==> config.mk <==
export PLATFORM = sky130hd
export DESIGN_NAME = vx_skid_buffer
export DESIGN_NICKNAME = d
export VERILOG_FILES = /design/src/rtl/vx_skid_pkg.sv /design/src/rtl/vx_skid_buffer.sv
export SDC_FILE = /design/constraint.sdc
export NUM_CORES = 1
export LEC_CHECK = 0
export BUFFER_PORTS_ARGS = -buffer_cell sky130_fd_sc_hd__buf_2
export CAP_MARGIN = 40
export CORE_UTILIZATION = 49
export DETAILED_ROUTE_END_ITERATION = 8
export PLACE_DENSITY = 0.75
export SYNTH_ARGS = -nofsm -noshare
export SYNTH_HDL_FRONTEND = slang
export SYNTH_SLANG_ARGS = --single-unit
==> constraint.sdc <==
create_clock -name clk -period 2 [get_ports clk]
set_clock_uncertainty 0.15 [all_clocks]
set_input_delay 0.4 -clock clk [delete_from_list [all_inputs] [get_ports clk]]
set_output_delay 0.4 -clock clk [all_outputs]
set_load 0.02 [all_outputs]
==> src/rtl/vx_skid_pkg.sv <==
// Shared types for vx_skid_buffer: FSM state encoding and perf counter width.
// 2'd3 is not a legal state; the buffer decodes it as EMPTY.
// No logic here; types and constants only.
package vx_skid_pkg;

  typedef enum logic [1:0] {
    EMPTY = 2'd0,
    BUSY  = 2'd1,
    FULL  = 2'd2
  } skid_state_t;

  localparam int SKID_PERF_W = 32;

endpackage

==> src/rtl/vx_skid_buffer.sv <==
// Two-entry valid/ready skid buffer; optional stall counter under VX_SKID_BUFFER_PERF_EN.
// Latency: 1 cycle from input transfer to valid_out (0 with PASSTHRU=1).
// Backpressure: ready_in is registered and drops only once both entries hold data.
module vx_skid_buffer
  import vx_skid_pkg::*;
#(
  parameter int DATAW    = 8,
  parameter bit PASSTHRU = 1'b0
) (
  input  logic             clk,
  input  logic             reset,
  input  logic             valid_in,
  input  logic [DATAW-1:0] data_in,
  output logic             ready_in,
  output logic             valid_out,
  output logic [DATAW-1:0] data_out,
  input  logic             ready_out
`ifdef VX_SKID_BUFFER_PERF_EN
  ,
  output logic [SKID_PERF_W-1:0] perf_stalls
`endif
);

  if (PASSTHRU) begin : g_passthru
    assign valid_out = valid_in;
    assign data_out  = data_in;
    assign ready_in  = ready_out;
`ifdef VX_SKID_BUFFER_PERF_EN
    assign perf_stalls = '0;
`endif
  end else begin : g_skid
    skid_state_t      state;
    skid_state_t      st;
    logic [DATAW-1:0] out_q;
    logic [DATAW-1:0] skid_q;

    // Collapse the unused encoding onto EMPTY so outputs stay well defined.
    always_comb begin
      st = EMPTY;
      if (state == BUSY)      st = BUSY;
      else if (state == FULL) st = FULL;
    end

    assign ready_in  = (st != FULL);
    assign valid_out = (st != EMPTY);
    assign data_out  = out_q;

    always_ff @(posedge clk or posedge reset) begin
      if (reset) begin
        state <= EMPTY;
      end else begin
        case (st)
          EMPTY: if (valid_in) state <= BUSY;
          BUSY: begin
            if (valid_in && !ready_out)      state <= FULL;
            else if (!valid_in && ready_out) state <= EMPTY;
          end
          FULL:    if (ready_out) state <= BUSY;
          default: state <= EMPTY;
        endcase
      end
    end

    // Payload registers carry no reset: data_out is only meaningful with valid_out.
    always_ff @(posedge clk) begin
      case (st)
        EMPTY: if (valid_in) out_q <= data_in;
        BUSY: begin
          if (valid_in) begin
            if (ready_out) out_q  <= data_in;
            else           skid_q <= data_in;
          end
        end
        FULL:    if (ready_out) out_q <= skid_q;
        default: ;
      endcase
    end

    always_ff @(posedge clk) begin
      if (!reset) assert (state == EMPTY || state == BUSY || state == FULL);
    end

`ifdef VX_SKID_BUFFER_PERF_EN
    always_ff @(posedge clk or posedge reset) begin
      if (reset)                      perf_stalls <= '0;
      else if (valid_in && !ready_in) perf_stalls <= perf_stalls + SKID_PERF_W'(1);
    end
`endif
  end

endmodule

==> flow_metrics.env, run 1 <==
export IMPL_leakagePower_uw=0.000409
export IMPL_final_nets=93
export IMPL_timing_setup_critical_path_class="reg -> out"
export IMPL_period_needed_ns=1.89
export IMPL_floorplan_initialDensity_pct=53.1
export IMPL_timing_critical_path_mode_cell="sky130_fd_sc_hd__inv_1"
export IMPL_h_tree_depth=1
export IMPL_maxSlewHeadroom_pct=71.8
export IMPL_drt_initial_drc_count=3
export IMPL_drive_gt1_share_pct=45.3
export IMPL_global_route_overflow_total=0
export IMPL_status="complete, no violations"
export IMPL_groute_usage_overall_pct=16.1
export IMPL_postSynthRegisterBits=18
export IMPL_yosysWarnings=0
export IMPL_fmax_mhz=528
export IMPL_seq_area_frac_synth_pct=66.4
export IMPL_final_period_utilization_pct=94.7
export IMPL_worstReg2RegStart="g_skid.state[0]"
export IMPL_drtPass1Iterations=4
export IMPL_dp_final_hpwl_um=959
export IMPL_cpPeakStageDelay_ns=0.38
export IMPL_synth_fp_nets=65
export IMPL_critical_path_max_fanout=3
export IMPL_worst_path_dominant_cell_family="flip-flops"
export IMPL_gp_congestion=0.755
export IMPL_layoutNonFillerInstCount=91
export IMPL_synthMuxAreaShare_pct=13.8
export IMPL_critical_path_cell_chain="inv_1 > ha_1 > inv_1 > buf_4"
export IMPL_number_of_global_route_vias_before_repair=445
export IMPL_netlist_area_um2=800
export IMPL_wirelength_um=1230
export IMPL_route_vias_total=451
export IMPL_timing_hold_worst_path_depth=1
export IMPL_placement_rows=14
export IMPL_die_height_um=42.4
export IMPL_totalNegativeSetupSlack_ns=0
export IMPL_highest_delay_cell_along_the_critical_path="sky130_fd_sc_hd__dfrtp_1"
export IMPL_synthDominantAreaCellType="sky130_fd_sc_hd__edfxtp_1"
export IMPL_distinct_cell_type_count_of_the_synthesized_netlist=14
export IMPL_clkSlewWorstSetupHoldPaths_ns=0.10
export IMPL_timing_critical_path_depth=4
export IMPL_synth_area_leaders="sky130_fd_sc_hd__edfxtp_1, sky130_fd_sc_hd__ha_1, sky130_fd_sc_hd__mux2_2, sky130_fd_sc_hd__dfrtp_1, sky130_fd_sc_hd__mux2_1"
export IMPL_tritoncts="built"
export IMPL_final_hold_violation_count=0
export IMPL_area_added_between_synthesis_and_finish_pct=21.3
export IMPL_synthesis_instances=48
export IMPL_worstHoldEndpoint="g_skid.skid_q[7]"
export IMPL_yosys_area_top_type_share_pct=60.1
export IMPL_endpoint_kind="primary output"
export IMPL_worst_r2r_setup_slack_ns=0.23
export IMPL_synth_xor_xnor_area_share_pct=0
export IMPL_grt_first_pass_wirelength_um=1980
export IMPL_setup_repair_after_global_routing_missed_its_margin="no"
export IMPL_routedWlPerCell_um=13.6
export IMPL_crit_arrival_ns=1.34
export IMPL_yosys_area_share_adder_pct=7.82
export IMPL_antenna_cells_inserted=0
export IMPL_grt_max_degree=11
export IMPL_worstHoldPathType="in -> reg"
export IMPL_syn_mean_instance_area_um2=16.7
export IMPL_combinational_family_with_the_most_area_after_synthesis="multiplexers"
export IMPL_io_pin_count=22
export IMPL_worst_skew_late_latency_ns=0.27
export IMPL_max_cap_violations=0
export IMPL_drc_errors=0
export IMPL_worst_slew_pin_slew_ns=0.423
export IMPL_cp_data_required_time_ns=1.45
export IMPL_cts_inserted_buffers=3
export IMPL_coreArea_mm2=0.00151
export IMPL_finalMaxSlewViolations=0
export IMPL_compound_gate_fraction_of_synth_area_pct=4.38
export IMPL_cts_repair_timing_setup_buffer_count=0
export IMPL_ant_nets=0
export IMPL_grt_antenna_before_repair=0
export IMPL_dieArea_mm2=0.00180
export IMPL_hold_path_startpoint="data_in[7]"
export IMPL_avgViaCountPerCell=4.96
export IMPL_dp_cells=86
export IMPL_timing_reg2reg_worst_path_depth=4
export IMPL_yosys_area_share_simple_pct=3.13
export IMPL_cts_root_buf="sky130_fd_sc_hd__clkbuf_4"
export IMPL_numPortBuffers=21
export IMPL_pwr_density_cell_mw_per_mm2=1410
export IMPL_r2r_end="data_out[5]"
export IMPL_worstPathBufferInverterCount=3
export IMPL_finalSetupViolations=0
export IMPL_power_ir_vdd_worst_mv=0.721
export IMPL_cts_max_path_buffers=2
export IMPL_die_width_um=42.4
export IMPL_startpoint_class_of_the_critical_path="flop"
export IMPL_finalPower_uw=1370
export IMPL_clock_sink_count=18
==> area by class of cell <==
class	instances	area, um2
Clock buffer	3	22.5
Clock inverter	1	3.75
Fill cell	115	537
Inverter	6	25.0
Multi-Input combinational cell	23	235
Sequential cell	18	531
Tap cell	16	20.0
Timing Repair Buffer	24	133
==> cells by family (layout without fill, tap and decap cells) <==
group / count (synthesis) / in the layout
AOI/OAI and AO/OA: 2 / 2
adders and majority gates: 5 / 5
buffers and inverters: 7 / 34
muxes: 10 / 10
DFF: 18 / 18
and+or+nand+nor: 6 / 6
==> sequential cells by signal, summed over array words and instances (netlist names) <==
register	flops
g_skid.skid_q	8
g_skid.state	2
data_out	8
==> synth_stat cells <==
cell type	number
sky130_fd_sc_hd__edfxtp_1	16
sky130_fd_sc_hd__buf_6	1
sky130_fd_sc_hd__dfrtp_1	2
sky130_fd_sc_hd__o221ai_4	1
sky130_fd_sc_hd__inv_1	5
sky130_fd_sc_hd__ha_1	5
sky130_fd_sc_hd__o22a_1	1
sky130_fd_sc_hd__and2_1	1
sky130_fd_sc_hd__nor2_1	2
sky130_fd_sc_hd__nand2_1	3
sky130_fd_sc_hd__inv_4	1
sky130_fd_sc_hd__mux2_1	3
sky130_fd_sc_hd__mux2_2	5
sky130_fd_sc_hd__mux2i_1	2
==> layout by cell type, fill, tap and decap left out <==
master and count:
sky130_fd_sc_hd__nand2_1 3, sky130_fd_sc_hd__o22a_1 1, sky130_fd_sc_hd__ha_2 1, sky130_fd_sc_hd__inv_4 1
sky130_fd_sc_hd__ha_1 4, sky130_fd_sc_hd__clkbuf_4 3, sky130_fd_sc_hd__mux2_1 3, sky130_fd_sc_hd__dfrtp_1 2
sky130_fd_sc_hd__nor2_1 2, sky130_fd_sc_hd__edfxtp_1 16, sky130_fd_sc_hd__buf_4 3, sky130_fd_sc_hd__mux2i_1 2
sky130_fd_sc_hd__o221ai_4 1, sky130_fd_sc_hd__mux2_2 5, sky130_fd_sc_hd__buf_2 20, sky130_fd_sc_hd__inv_1 5
sky130_fd_sc_hd__and2_1 1, sky130_fd_sc_hd__clkinv_1 1, sky130_fd_sc_hd__dlygate4sd3_1 1
==> power breakdown <==
part | internal (uW) | switching (uW) | leakage [uW]
Clock | 72.3 | 102 | 0.0000154
Combinational | 236 | 369 | 0.000218
Sequential | 558 | 34.1 | 0.000176
Total | 867 | 505 | 0.000409
==> repair_timing <==
item / in CTS / in global routing
setup endpoints to repair: 0 / 2
hold buffers: 1 / 0
hold endpoints to repair: 2 / 0
gates resized for setup: 0 / 2
==> through the flow <==
stage	setup WS, ns	utilization [%]	cell area (um2)	hold WS, ns
final	0.106	64.4	970	0.144
after global routing	0.0146	64.4	970	0.124
after CTS	0.0709	64.0	965	0.137
after detailed placement	0.234	61.6	928	0.102
after global placement	0.330	61.6	928	0.0988
after floorplan	0.384	-	800	-0.00882
==> metal layers <==
metal / up-vias / GRT usage [%] / routed length, um
met1: 213 / 18.4 / 524
met4: 0 / 9.38 / 9
li1: 226 / - / -
met2: 10 / 26.2 / 651
met5: - / 0 / 0
met3: 2 / 5.17 / 49
==> how the worst max path moves through the flow <==
stage	slack, ns	end	start
3_3_place_gp	0.33	data_out[4]	g_skid.state[0]
4_1_cts	0.07	valid_out	g_skid.state[0]
2_1_floorplan	0.38	data_out[0]	g_skid.state[0]
5_1_grt	0.01	ready_in	g_skid.state[0]
3_5_place_dp	0.23	data_out[7]	g_skid.state[0]
6_report	0.11	valid_out	g_skid.state[0]
==> worst reg2reg max path: cells and delay by family (launching register included) <==
kind / cells / cell delay (ns)
fa+ha+maj: 1 / 0.33
buf+inv: 1 / 0.08
simple gates: 1 / 0.14
flops: 1 / 0.38
compound gates: 1 / 0.37
Power figures use the tool's default switching activity.
==> run 2, diff against run 1 <==
--- a/config.mk
+++ b/config.mk
@@ -9,6 +9,7 @@
 export CAP_MARGIN = 40
 export CORE_UTILIZATION = 49
 export DETAILED_ROUTE_END_ITERATION = 8
+export MAX_ROUTING_LAYER = met4
 export PLACE_DENSITY = 0.75
 export SYNTH_ARGS = -nofsm -noshare
 export SYNTH_HDL_FRONTEND = slang
==> flow_metrics.env, run 2 (same netlist as run 1, synthesis figures left out) <==
export IMPL_status="complete, no violations"
export IMPL_swShare_pct=36.9
export IMPL_power_frac_seq_pct=43.1
export IMPL_fillCellCount=115
export IMPL_area_added_between_synthesis_and_finish_pct=21.3
export IMPL_finalWorstSetupSlack_ns=0.102
export IMPL_pwr_density_cell_mw_per_mm2=1420
export IMPL_dpl_worst_slack_ns=0.234
export IMPL_crit_arrival_ns=1.35
export IMPL_coreArea_mm2=0.00151
export IMPL_tritoncts="built"
export IMPL_use_met2_pct=26.2
export IMPL_seqCellArea_um2=531
export IMPL_cts_root_buf="sky130_fd_sc_hd__clkbuf_4"
export IMPL_grt_antenna_before_repair=0
export IMPL_fin_hold_ws_ns=0.139
export IMPL_numPortBuffers=21
export IMPL_clock_sink_count=18
export IMPL_endpoint_kind="primary output"
export IMPL_groute_usage_overall_pct=16.2
export IMPL_io_pin_count=22
export IMPL_critical_path_max_fanout=3
export IMPL_mostFrequentLayoutCells="sky130_fd_sc_hd__buf_2, sky130_fd_sc_hd__edfxtp_1, sky130_fd_sc_hd__inv_1, sky130_fd_sc_hd__mux2_2, sky130_fd_sc_hd__ha_1"
export IMPL_drt_initial_drc_count=4
export IMPL_cts_max_path_buffers=2
export IMPL_timing_setup_critical_path_class="reg -> out"
export IMPL_cp_data_required_time_ns=1.45
export IMPL_wirelength_um=1240
export IMPL_met3_usage_in_global_routing_pct=3.88
export IMPL_setup_repair_after_global_routing_missed_its_margin="no"
export IMPL_total_switching_power_uw=507
export IMPL_power_report_internal_total_uw=867
export IMPL_leakagePower_uw=0.000409
export IMPL_multi_input_area_um2=235
export IMPL_finalSetupViolations=0
export IMPL_worst_skew_late_latency_ns=0.28
export IMPL_clkSlewWorstSetupHoldPaths_ns=0.10
export IMPL_antenna_cells_inserted=0
export IMPL_max_cap_violations=0
export IMPL_gp_congestion=0.765
export IMPL_final_nets=93
export IMPL_comb_power_share_pct=44.0
export IMPL_final_hold_violation_count=0
export IMPL_drtPass1Iterations=4
export IMPL_die_width_um=42.4
export IMPL_avgViaCountPerCell=5.01
export IMPL_finalMaxSlewViolations=0
export IMPL_startpoint_class_of_the_critical_path="flop"
export IMPL_dieArea_mm2=0.00180
export IMPL_worstHoldPathType="in -> reg"
export IMPL_routedWlPerCell_um=13.6
export IMPL_global_route_overflow_total=0
export IMPL_placement_rows=14
export IMPL_drc_errors=0
export IMPL_ant_nets=0
export IMPL_grt_busiest_layer="met2"
export IMPL_period_needed_ns=1.90
export IMPL_leading_cell_type_in_the_layout_fill_and_taps_excluded="sky130_fd_sc_hd__buf_2"
export IMPL_fmax_mhz=527
export IMPL_dp_final_hpwl_um=959
export IMPL_grt_util_met1_pct=18.4
export IMPL_die_height_um=42.4
export IMPL_pwr_share_clk_pct=12.9
export IMPL_cts_inserted_buffers=3
export IMPL_totalNegativeSetupSlack_ns=0
export IMPL_drive_gt1_share_pct=45.3
export IMPL_worst_r2r_setup_slack_ns=0.24
export IMPL_worst_slew_pin_slew_ns=0.439
export IMPL_maxSlewHeadroom_pct=70.7
export IMPL_route_vias_total=456
export IMPL_grt_first_pass_wirelength_um=1970
export IMPL_power_ir_vdd_worst_mv=0.719
export IMPL_grt_max_degree=11
export IMPL_h_tree_depth=1
export IMPL_floorplan_initialDensity_pct=53.1
export IMPL_number_of_global_route_vias_before_repair=448
export IMPL_cts_repair_timing_setup_buffer_count=0
export IMPL_final_period_utilization_pct=94.9
[run 2: metal layers]
metal  up-vias  wire length, um
li1        227                -
met1       213              535
met2        12              636
met3         4               53
met4         0               14
met5         -                0
[run 2: power by group through the flow]
| stage | registers (uW) | clock network (uW) | logic (uW) |
|---|---|---|---|
| 2_1_floorplan | 693 | 0 | 329 |
| 3_3_place_gp | 598 | 0 | 575 |
| 3_5_place_dp | 602 | 0 | 600 |
| 4_1_cts | 593 | 182 | 606 |
| 5_1_grt | 604 | 199 | 654 |
| 6_report | 592 | 177 | 605 |
[run 2: path summary, 6_finish.rpt]
| path | start | to | depth (start not counted) |
|---|---|---|---|
| max | g_skid.state[0] | valid_out | 4 |
| min | data_in[7] | g_skid.skid_q[7] | 1 |
| max reg2reg | g_skid.state[0] | data_out[5] | 4 |
| min reg2reg | g_skid.skid_q[5] | data_out[5] | 1 |
| max in group asynchronous | reset | g_skid.state[0] | 3 |
| min in group asynchronous | reset | g_skid.state[1] | 3 |
[run 2: worst max-delay path, cell delays in order (launching register included)]
cell and delay [ns]:
sky130_fd_sc_hd__dfrtp_1 0.38, sky130_fd_sc_hd__inv_1 0.08, sky130_fd_sc_hd__ha_1 0.33, sky130_fd_sc_hd__inv_1 0.12, sky130_fd_sc_hd__buf_4 0.16
[run 2: timing repair]
item,CTS,global route
endpoints found under the setup margin,0,2
hold buffers,1,0
hold endpoints to repair,2,0
gates resized for setup,0,2
[run 2: through the flow]
step	total power, uW	cells	cell area (um2)	utilization (%)
2_1_floorplan	1020	48	800	-
3_3_place_gp	1170	86	928	61.6
3_5_place_dp	1200	86	928	61.6
4_1_cts	1380	91	965	64.0
5_1_grt	1460	91	970	64.4
6_report	1370	91	970	64.4
[run 2: layout make-up]
type	instances	area share [%]
Inverter	6	2.58
Sequential cell	18	54.7
Multi-Input combinational cell	23	24.3
Tap cell	16	2.06
Clock inverter	1	0.387
Timing Repair Buffer	24	13.7
Clock buffer	3	2.32
==> run 3, diff against run 2 <==
--- a/config.mk
+++ b/config.mk
@@ -10,7 +10,7 @@
 export CORE_UTILIZATION = 49
 export DETAILED_ROUTE_END_ITERATION = 8
 export MAX_ROUTING_LAYER = met4
-export PLACE_DENSITY = 0.75
+export PLACE_DENSITY = 0.87
 export SYNTH_ARGS = -nofsm -noshare
 export SYNTH_HDL_FRONTEND = slang
 export SYNTH_SLANG_ARGS = --single-unit
==> flow_metrics.env, run 3 (same netlist as run 1, synthesis figures left out) <==
export IMPL_endpoint_kind="primary output"
export IMPL_io_pin_count=22
export IMPL_drive_gt1_share_pct=46.7
export IMPL_grt_max_degree=11
export IMPL_gp_congestion=0.726
export IMPL_fmax_mhz=521
export IMPL_coreArea_mm2=0.00151
export IMPL_route_vias_total=474
export IMPL_placed_area_um2=921
export IMPL_floorplan_initialDensity_pct=53.1
export IMPL_numPortBuffers=21
export IMPL_grt_antenna_before_repair=0
export IMPL_leading_cell_type_in_the_layout_fill_and_taps_excluded="sky130_fd_sc_hd__buf_2"
export IMPL_highest_delay_cell_along_the_critical_path="sky130_fd_sc_hd__dfrtp_1"
export IMPL_placement_rows=14
export IMPL_worstHoldPathType="in -> reg"
export IMPL_setup_repair_after_global_routing_missed_its_margin="no"
export IMPL_critical_path_max_fanout=3
export IMPL_totalNegativeSetupSlack_ns=0
export IMPL_cpPeakStageDelay_ns=0.44
export IMPL_leakagePower_uw=0.000408
export IMPL_drt_initial_drc_count=9
export IMPL_dp_final_hpwl_um=973
export IMPL_finalMaxSlewViolations=0
export IMPL_finalSetupViolations=0
export IMPL_fin_area_um2=977
export IMPL_avgViaCountPerCell=5.21
export IMPL_antenna_cells_inserted=0
export IMPL_final_hold_violation_count=0
export IMPL_startpoint_class_of_the_critical_path="flop"
export IMPL_ant_nets=0
export IMPL_grt_first_pass_wirelength_um=2060
export IMPL_number_of_global_route_vias_before_repair=488
export IMPL_critical_path_cell_chain="ha_1 > inv_1 > buf_2"
export IMPL_groute_usage_overall_pct=17.4
export IMPL_maxSlewHeadroom_pct=71.3
export IMPL_crit_arrival_ns=1.37
export IMPL_fillCellCount=115
export IMPL_cp_data_required_time_ns=1.45
export IMPL_dieArea_mm2=0.00180
export IMPL_cts_root_buf="sky130_fd_sc_hd__clkbuf_4"
export IMPL_final_nets=93
export IMPL_wirelength_um=1350
export IMPL_power_ir_vdd_worst_mv=0.709
export IMPL_worst_slew_pin_slew_ns=0.431
export IMPL_worst_r2r_setup_slack_ns=0.27
export IMPL_tritoncts="built"
export IMPL_worst_skew_late_latency_ns=0.30
export IMPL_area_added_between_synthesis_and_finish_pct=22.2
export IMPL_h_tree_depth=1
export IMPL_mostFrequentLayoutCells="sky130_fd_sc_hd__buf_2, sky130_fd_sc_hd__edfxtp_1, sky130_fd_sc_hd__mux2_2"
export IMPL_final_period_utilization_pct=95.9
export IMPL_seqCellArea_um2=531
export IMPL_period_needed_ns=1.92
export IMPL_die_height_um=42.4
export IMPL_max_cap_violations=0
export IMPL_routedWlPerCell_um=14.8
export IMPL_clock_sink_count=18
export IMPL_status="complete, no violations"
export IMPL_clkSlewWorstSetupHoldPaths_ns=0.10
export IMPL_drtPass1Iterations=4
export IMPL_cts_max_path_buffers=2
export IMPL_drc_errors=0
export IMPL_pwr_density_cell_mw_per_mm2=1440
export IMPL_timing_setup_critical_path_class="reg -> out"
export IMPL_global_route_overflow_total=0
export IMPL_cts_inserted_buffers=3
export IMPL_die_width_um=42.4
export IMPL_final_core_utilization_pct=64.9
export IMPL_multi_input_area_um2=245
-- run 3: worst max-delay path, delay by kind of cell, from the launching register on --
kind | cells | cell delay (ns)
flops | 1 | 0.44
buf+inv | 2 | 0.30
fa+ha+maj | 1 | 0.32
-- run 3: final cells by class --
class                   instances  area share [%]
flip-flops and latches         18            54.3
multi-input cells              23            25.1
repair buffers                 24            13.3
inverters                       6            2.56
clock buffers                   3            2.30
well taps                      16            2.05
clock inverters                 1           0.384
-- run 3: path summary, 6_finish.rpt --
| path | start | endpoint | cells past startpoint |
|---|---|---|---|
| max | g_skid.state[1] | valid_out | 3 |
| min | data_in[4] | g_skid.skid_q[4] | 1 |
| max reg2reg | g_skid.state[0] | data_out[2] | 4 |
| min reg2reg | g_skid.skid_q[5] | data_out[5] | 1 |
| max in group asynchronous | reset | g_skid.state[0] | 3 |
| min in group asynchronous | reset | g_skid.state[1] | 3 |
-- run 3: per-layer routing --
metal / vias up / GRT usage [%] / part of all wire (%)
met1: 221 / 18.8 / 43
li1: 227 / - / -
met4: 0 / 11.3 / 2.6
met5: - / - / 0
met3: 5 / 6.90 / 5.8
met2: 21 / 26.5 / 49
-- run 3: through the flow --
step | setup slack, ns | hold slack (ns) | total power [uW] | instances
after floorplan | 0.384 | -0.00882 | 1020 | 48
after global placement | 0.303 | 0.0964 | 1160 | 85
after detailed placement | 0.250 | 0.101 | 1190 | 85
after CTS | 0.00472 | 0.126 | 1400 | 90
after global routing | 0.0265 | 0.117 | 1480 | 91
final | 0.0821 | 0.132 | 1400 | 91
-- run 3: power breakdown --
group	internal, uW	total, uW	leakage (uW)	switching [uW]
combinational	235	619	0.000216	383
sequential	558	596	0.000176	38.1
clock	72.9	190	0.0000154	117
-- run 3: repair_timing --
item                                   CTS  global route
resized for setup                        2             1
endpoints found under the hold margin    2             0
hold buffers                             1             0
setup buffers                            0             1
setup endpoints to repair                1             2
